--- src/rtl/booth_mult.sv ---
// Radix-2 Booth sequential 32x32 signed multiplier: 32 RUN cycles per product.
// Optional early exit for zero operands when MULT_ZERO_SHORTCUT_EN is defined.
module booth_mult (
  input  logic        clk,
  input  logic        reset,
  input  logic        start,
  input  logic [31:0] A,
  input  logic [31:0] B,
  output logic [31:0] HI,
  output logic [31:0] LO,
  output logic        busy,
  output logic        done,
  output logic [1:0]  state_dbg
);

  typedef enum logic [1:0] {
    S_IDLE = 2'd0,
    S_RUN  = 2'd1,
    S_DONE = 2'd2
  } state_e;

  state_e      state_q, state_d;
  logic [32:0] acc_q, acc_d;
  logic [32:0] mcand_q, mcand_d;
  logic [31:0] mult_q, mult_d;
  logic        qm1_q, qm1_d;
  logic [5:0]  cnt_q, cnt_d;
  logic [31:0] hi_q, hi_d;
  logic [31:0] lo_q, lo_d;
  logic [32:0] sum;
  logic        zero_op;

  // start/done handshake: start is sampled only in IDLE; done is a
  // single-cycle pulse meaning HI/LO now hold a new, final product.
  always_comb begin
    state_d = state_q;
    acc_d   = acc_q;
    mcand_d = mcand_q;
    mult_d  = mult_q;
    qm1_d   = qm1_q;
    cnt_d   = cnt_q;
    hi_d    = hi_q;
    lo_d    = lo_q;
    sum     = acc_q;
    zero_op = 1'b0;
`ifdef MULT_ZERO_SHORTCUT_EN
    zero_op = (A == 32'd0) || (B == 32'd0);
`endif
    case (state_q)
      S_IDLE: begin
        if (start) begin
          acc_d   = 33'd0;
          mult_d  = B;
          qm1_d   = 1'b0;
          mcand_d = {A[31], A};
          cnt_d   = 6'd0;
          if (zero_op) begin
            hi_d    = 32'd0;
            lo_d    = 32'd0;
            state_d = S_DONE;
          end else begin
            state_d = S_RUN;
          end
        end
      end
      S_RUN: begin
        // 33-bit accumulator keeps -(-2^31) representable
        case ({mult_q[0], qm1_q})
          2'b10:   sum = acc_q - mcand_q;
          2'b01:   sum = acc_q + mcand_q;
          default: sum = acc_q;
        endcase
        acc_d  = {sum[32], sum[32:1]};
        mult_d = {sum[0], mult_q[31:1]};
        qm1_d  = mult_q[0];
        cnt_d  = cnt_q + 6'd1;
        if (cnt_q == 6'd31) begin
          hi_d    = acc_d[31:0];
          lo_d    = mult_d;
          state_d = S_DONE;
        end
      end
      S_DONE:  state_d = S_IDLE;
      default: state_d = S_IDLE;
    endcase
  end

  always_ff @(posedge clk or negedge reset) begin
    if (!reset) begin
      state_q <= S_IDLE;
      acc_q   <= 33'd0;
      mcand_q <= 33'd0;
      mult_q  <= 32'd0;
      qm1_q   <= 1'b0;
      cnt_q   <= 6'd0;
      hi_q    <= 32'd0;
      lo_q    <= 32'd0;
    end else begin
      state_q <= state_d;
      acc_q   <= acc_d;
      mcand_q <= mcand_d;
      mult_q  <= mult_d;
      qm1_q   <= qm1_d;
      cnt_q   <= cnt_d;
      hi_q    <= hi_d;
      lo_q    <= lo_d;
    end
  end

  assign HI        = hi_q;
  assign LO        = lo_q;
  assign busy      = (state_q == S_RUN);
  assign done      = (state_q == S_DONE);
  assign state_dbg = state_q;

endmodule
--- config.mk ---
export PLATFORM = sky130hd
export DESIGN_NAME = booth_mult
export DESIGN_NICKNAME = d
export VERILOG_FILES = /design/src/rtl/booth_mult.sv
export SDC_FILE = /design/constraint.sdc
export NUM_CORES = 1
export LEC_CHECK = 0
export BUFFER_PORTS_ARGS = -buffer_cell sky130_fd_sc_hd__buf_4
export CAP_MARGIN = 20
export CORE_ASPECT_RATIO = 1.5
export CORE_MARGIN = 2
export CORE_UTILIZATION = 40
export DETAILED_ROUTE_END_ITERATION = 16
export PLACE_DENSITY_LB_ADDON = 0.08
export SYNTH_ARGS = -nofsm -noshare
export SYNTH_HDL_FRONTEND = slang
export SYNTH_SLANG_ARGS = --single-unit
--- constraint.sdc ---
create_clock -name clk -period 3.5 [get_ports clk]
set_input_delay 0.175 -clock clk [delete_from_list [all_inputs] [get_ports clk]]
set_output_delay 0.175 -clock clk [all_outputs]
set_load 0.005 [all_outputs]
==> results.py <==
metrics = {
    "synth": {
        "synth_fa_ha_area_share_pct": 5.06,
        "synth_simple_gate_area_share_pct": 22.1,
        "synth-compound-area-share_pct": 16.5,
        "ys_warn_count": 0,
        "avgSynthCellArea_sq_um": 8.53,
        "yosys.area_share.xor_xnor_pct": 5.51,
        "async_reset_ff_share_pct": 100,
        "seq_area_frac_synth_pct": 46.7,
        "synthMuxAreaShare_pct": 1.34,
        "synth_top_family_by_area": "simple AND/OR/NAND/NOR gates",
        "yosysUniqueCellTypes": 55,
        "synthCells": 1061,
        "ys_ff_latch": 169,
        "syn_nets": 1164,
        "synth_edf_count": 0,
        "synth_top_flop_cell": "dfrtp_1",
        "synth_area_sq_um": 9050,
    },
    "worst_hold_path": {
        "hold_path_class": "in -> reg",
        "min_from": "B[0]",
    },
    "floorplan": {
        "ios": 135,
        "dieHeight_um": 188,
        "rows": 67,
        "die_area_sq_um": 23900,
        "die_w_um": 127,
        "start_util_pct": 40.6,
        "coreArea_sq_um": 22300,
    },
    "setup_path": {
        "arrival_ns": 4.15,
        "critPathMaxFanout": 5,
        "path_class": "reg -> reg",
        "critPathCapture": "HI[31]$_DFFE_PN0P_",
        "startpoint_type": "flip-flop",
        "r2r_slack_ns": -0.35,
        "rr_startpoint": "mcand_q[5]$_DFFE_PN0P_",
        "max_stage_delay_ns": 0.57,
        "crit_slowest_cell": "or4_4",
        "reg2reg_depth": 16,
        "crit_chain": "or4_4, or3_4, nor3_4, a21oi_2, xor2_1, ha_1, nand3_2, nor3_2, a31oi_1, a21oi_2, buf_4, o21ai_4, a211o_1, nor2_2, xor2_1, o21ai_1",
        "crit_path_start": "mcand_q[5]$_DFFE_PN0P_",
        "endpoint_kind": "flip-flop",
        "crit_required_ns": 3.80,
        "crit-reg2reg-capture": "HI[31]$_DFFE_PN0P_",
    },
    "detailed_routing": {
        "dr.pass1.iters": 4,
        "ant_nets": 0,
        "wl_per_cell_um": 16.9,
        "vias_per_cell": 5.22,
        "finalWirelength_um": 28200,
        "drc_errors": 0,
        "drtIter0Drc": 375,
        "routed-via-count": 8690,
    },
    "sta": {
        "timing.final.ws_setup_ns": -0.350,
        "max_freq_mhz": 260,
        "tns_ns": -8.00,
        "period_minus_slack_ns": 3.85,
        "finalSetupViolations": 33,
        "finClkSkew_ns": 0.0120,
        "final_max_slew_viol_count": 0,
        "rsz0062_at_grt": "true",
        "worstMarginPinSlew_ns": 1.00,
        "finalHoldViolations": 0,
        "finalCritPeriodShare_pct": 110,
        "slew_headroom_pct": 32.9,
    },
    "pwr": {
        "vdd_drop_max_v": 0.000651,
        "pwr_density_cell_nw_per_um2": 1180,
        "leakagePower_nw": 6.37,
        "total_power_mw": 15.4,
    },
    "layout": {
        "antenna_cells": 0,
        "fillers": 2088,
        "syn2layout_area_growth_pct": 44.5,
        "fin_util_pct": 58.7,
        "nNetsFinal": 1480,
        "drive_above_1_share_pct": 29.4,
    },
    "placed_design": {
        "detailed_place_hpwl_um": 20000,
        "port-buffer-count": 134,
        "finalWeightedCongestion": 0.887,
    },
    "global_route": {
        "grt.overflow.total": 0,
        "grt_pass1_wl_um": 44500,
        "antenna_found_initial": 0,
        "grt_pass1_vias": 8761,
        "groute.usage.overall_pct": 23.8,
        "grt_max_degree": 98,
    },
    "cts": {
        "numClockSinks": 169,
        "clockBufferDepth": 2,
        "cts_buffers": 17,
        "path_clk_slew_ns": 0.07,
        "cts_root_buf": "clkbuf_16",
        "clock_latency_ns": 0.44,
        "cts_tree": "done",
        "htreeDepth": 4,
    },
    "run": {
        "drv_cap": 0,
    },
    "status": {
        "violations": "negative setup slack",
        "status": "finished, violations left",
    },
}
==> per-stage QoR <==
stage                     hold slack (ns)  cells  instance area (sq um)  setup WS [ns]
after CTS                         0.00114   1657                  12800         -0.323
after global placement              0.314   1552                  11300         -0.415
after detailed placement            0.307   1552                  11300         -0.435
after floorplan                    -0.121   1061                   9130         -0.185
final                              0.0168   1665                  13100         -0.350
after global routing               0.0308   1665                  13100         -0.565
==> worst min path at each step <==
stage	endpoint	slack, ns	cells after the start
after floorplan	HI[0]$_DFFE_PN0P_	-0.12	0
after global placement	HI[9]$_DFFE_PN0P_	0.31	1
after detailed placement	HI[4]$_DFFE_PN0P_	0.31	1
after CTS	mult_q[1]$_DFFE_PN0P_	0.001	3
after global routing	mult_q[0]$_DFFE_PN0P_	0.03	3
final	mult_q[0]$_DFFE_PN0P_	0.02	3
==> power breakdown <==
part	internal (mW)	switching (mW)	leakage [nW]
combinational	4.98	5.37	3.94
clock	1.15	0.832	0.285
sequential	2.54	0.559	2.15
total	8.67	6.76	6.37
==> cell type report <==
| class | instances | area [sq um] | area share (%) |
|---|---|---|---|
| multi-input combinational | 826 | 5010 | 38.3 |
| sequential | 169 | 4230 | 32.3 |
| tap | 276 | 345 | 2.64 |
| inverter | 10 | 37.5 | 0.287 |
| timing repair buffer | 353 | 2860 | 21.8 |
| clock inverter | 12 | 166 | 1.27 |
| clock buffer | 19 | 443 | 3.38 |
==> cell families (layout without fill, tap and decap cells) <==
family / count (synthesis) / after routing
DFF: 169 / 169
and+or+nand+nor: 469 / 469
xor gates and xnor gates: 57 / 57
buffers and inverters: 66 / 394
adders and majority gates: 36 / 36
muxes: 12 / 12
AOI/OAI and AO/OA: 252 / 252
==> Yosys cell counts, drive strengths merged (2+ instances only) <==
library cell / count / share of area [%]
xnor2: 14 / 1.4
o211ai: 5 / 0.41
nand2b: 4 / 0.28
mux2i: 11 / 1.2
clkbuf: 47 / 1.9
and2: 6 / 0.41
o31ai: 8 / 0.66
inv: 9 / 0.37
nand2: 259 / 11
a211oi: 4 / 0.33
nor2b: 4 / 0.28
xor2: 43 / 4.2
buf: 9 / 0.39
a221o: 4 / 0.44
a21oi: 63 / 3.5
ha: 35 / 4.8
a31oi: 10 / 0.69
nor4: 6 / 0.48
a211o: 2 / 0.19
or4: 3 / 0.29
nand4: 6 / 0.41
o21ai: 89 / 4.9
nor3: 21 / 1.3
o21a: 5 / 0.41
a21o: 22 / 1.8
a22oi: 7 / 0.58
nor2: 100 / 4.2
and3: 10 / 0.69
o31a: 3 / 0.29
or3: 6 / 0.47
o22ai: 24 / 1.7
nand3: 39 / 2.2
dfrtp: 169 / 47
==> state kept, by name (all words and copies together) (netlist names) <==
signal	flops
HI	32
LO	32
acc_q	32
mcand_q	32
mult_q	32
cnt_q	6
state_dbg	2
qm1_q	1
==> metal layers <==
metal	vias to the layer above	GRT usage, %	routed length, um	part of all wire [%]
li1	4285	-	-	-
met1	4186	25.3	10300	37
met2	155	45.7	16100	57
met3	64	3.32	638	2.3
met4	0	10.8	1170	4.1
met5	-	0	0	0
==> cell usage in the layout (no fill, tap or decap), types with 5 or more instances in the layout <==
cell           synthesis  final
nand4_1                6      6
nor2_1                99     95
nand3_1               39     37
buf_4                  0    282
o211ai_1               5      5
o21ai_0               79     56
dlygate4sd3_1          0     63
o31ai_1                8      5
inv_1                  8      7
o22ai_1               24     24
xor2_1                43     41
xnor2_1               14     11
or3_1                  5      5
o21ai_1               10     21
nand2_2                0      5
and3_1                10      6
a21o_1                22     22
a31oi_1               10      9
and2_1                 6      5
clkbuf_16              0     17
a21oi_2                0     17
o21ai_2                0     10
o21a_1                 5      5
dfrtp_1              169    169
buf_6                  0      6
a21oi_1               63     43
ha_1                  35     31
nand2_1              259    253
mux2i_1               11      9
nor3_1                20     15
a22oi_1                7      7
==> repair_timing <==
action	4_1_cts	5_1_grt
buffers inserted	12	8
setup endpoints to repair	41	42
resized for setup	38	69
hold buffers	62	1
pin swaps	38	51
hold endpoints to repair	148	1
==> critical path, delay by kind of cell, from the launching register on <==
family	cells	cell delay, ns
xor gates and xnor gates	2	0.30
adders and majority gates	1	0.33
AOI/OAI and AO/OA	6	0.94
and+or+nand+nor	6	1.58
DFF	1	0.38
buffers and inverters	1	0.17
No activity file was read; power rests on OpenSTA's default activity.
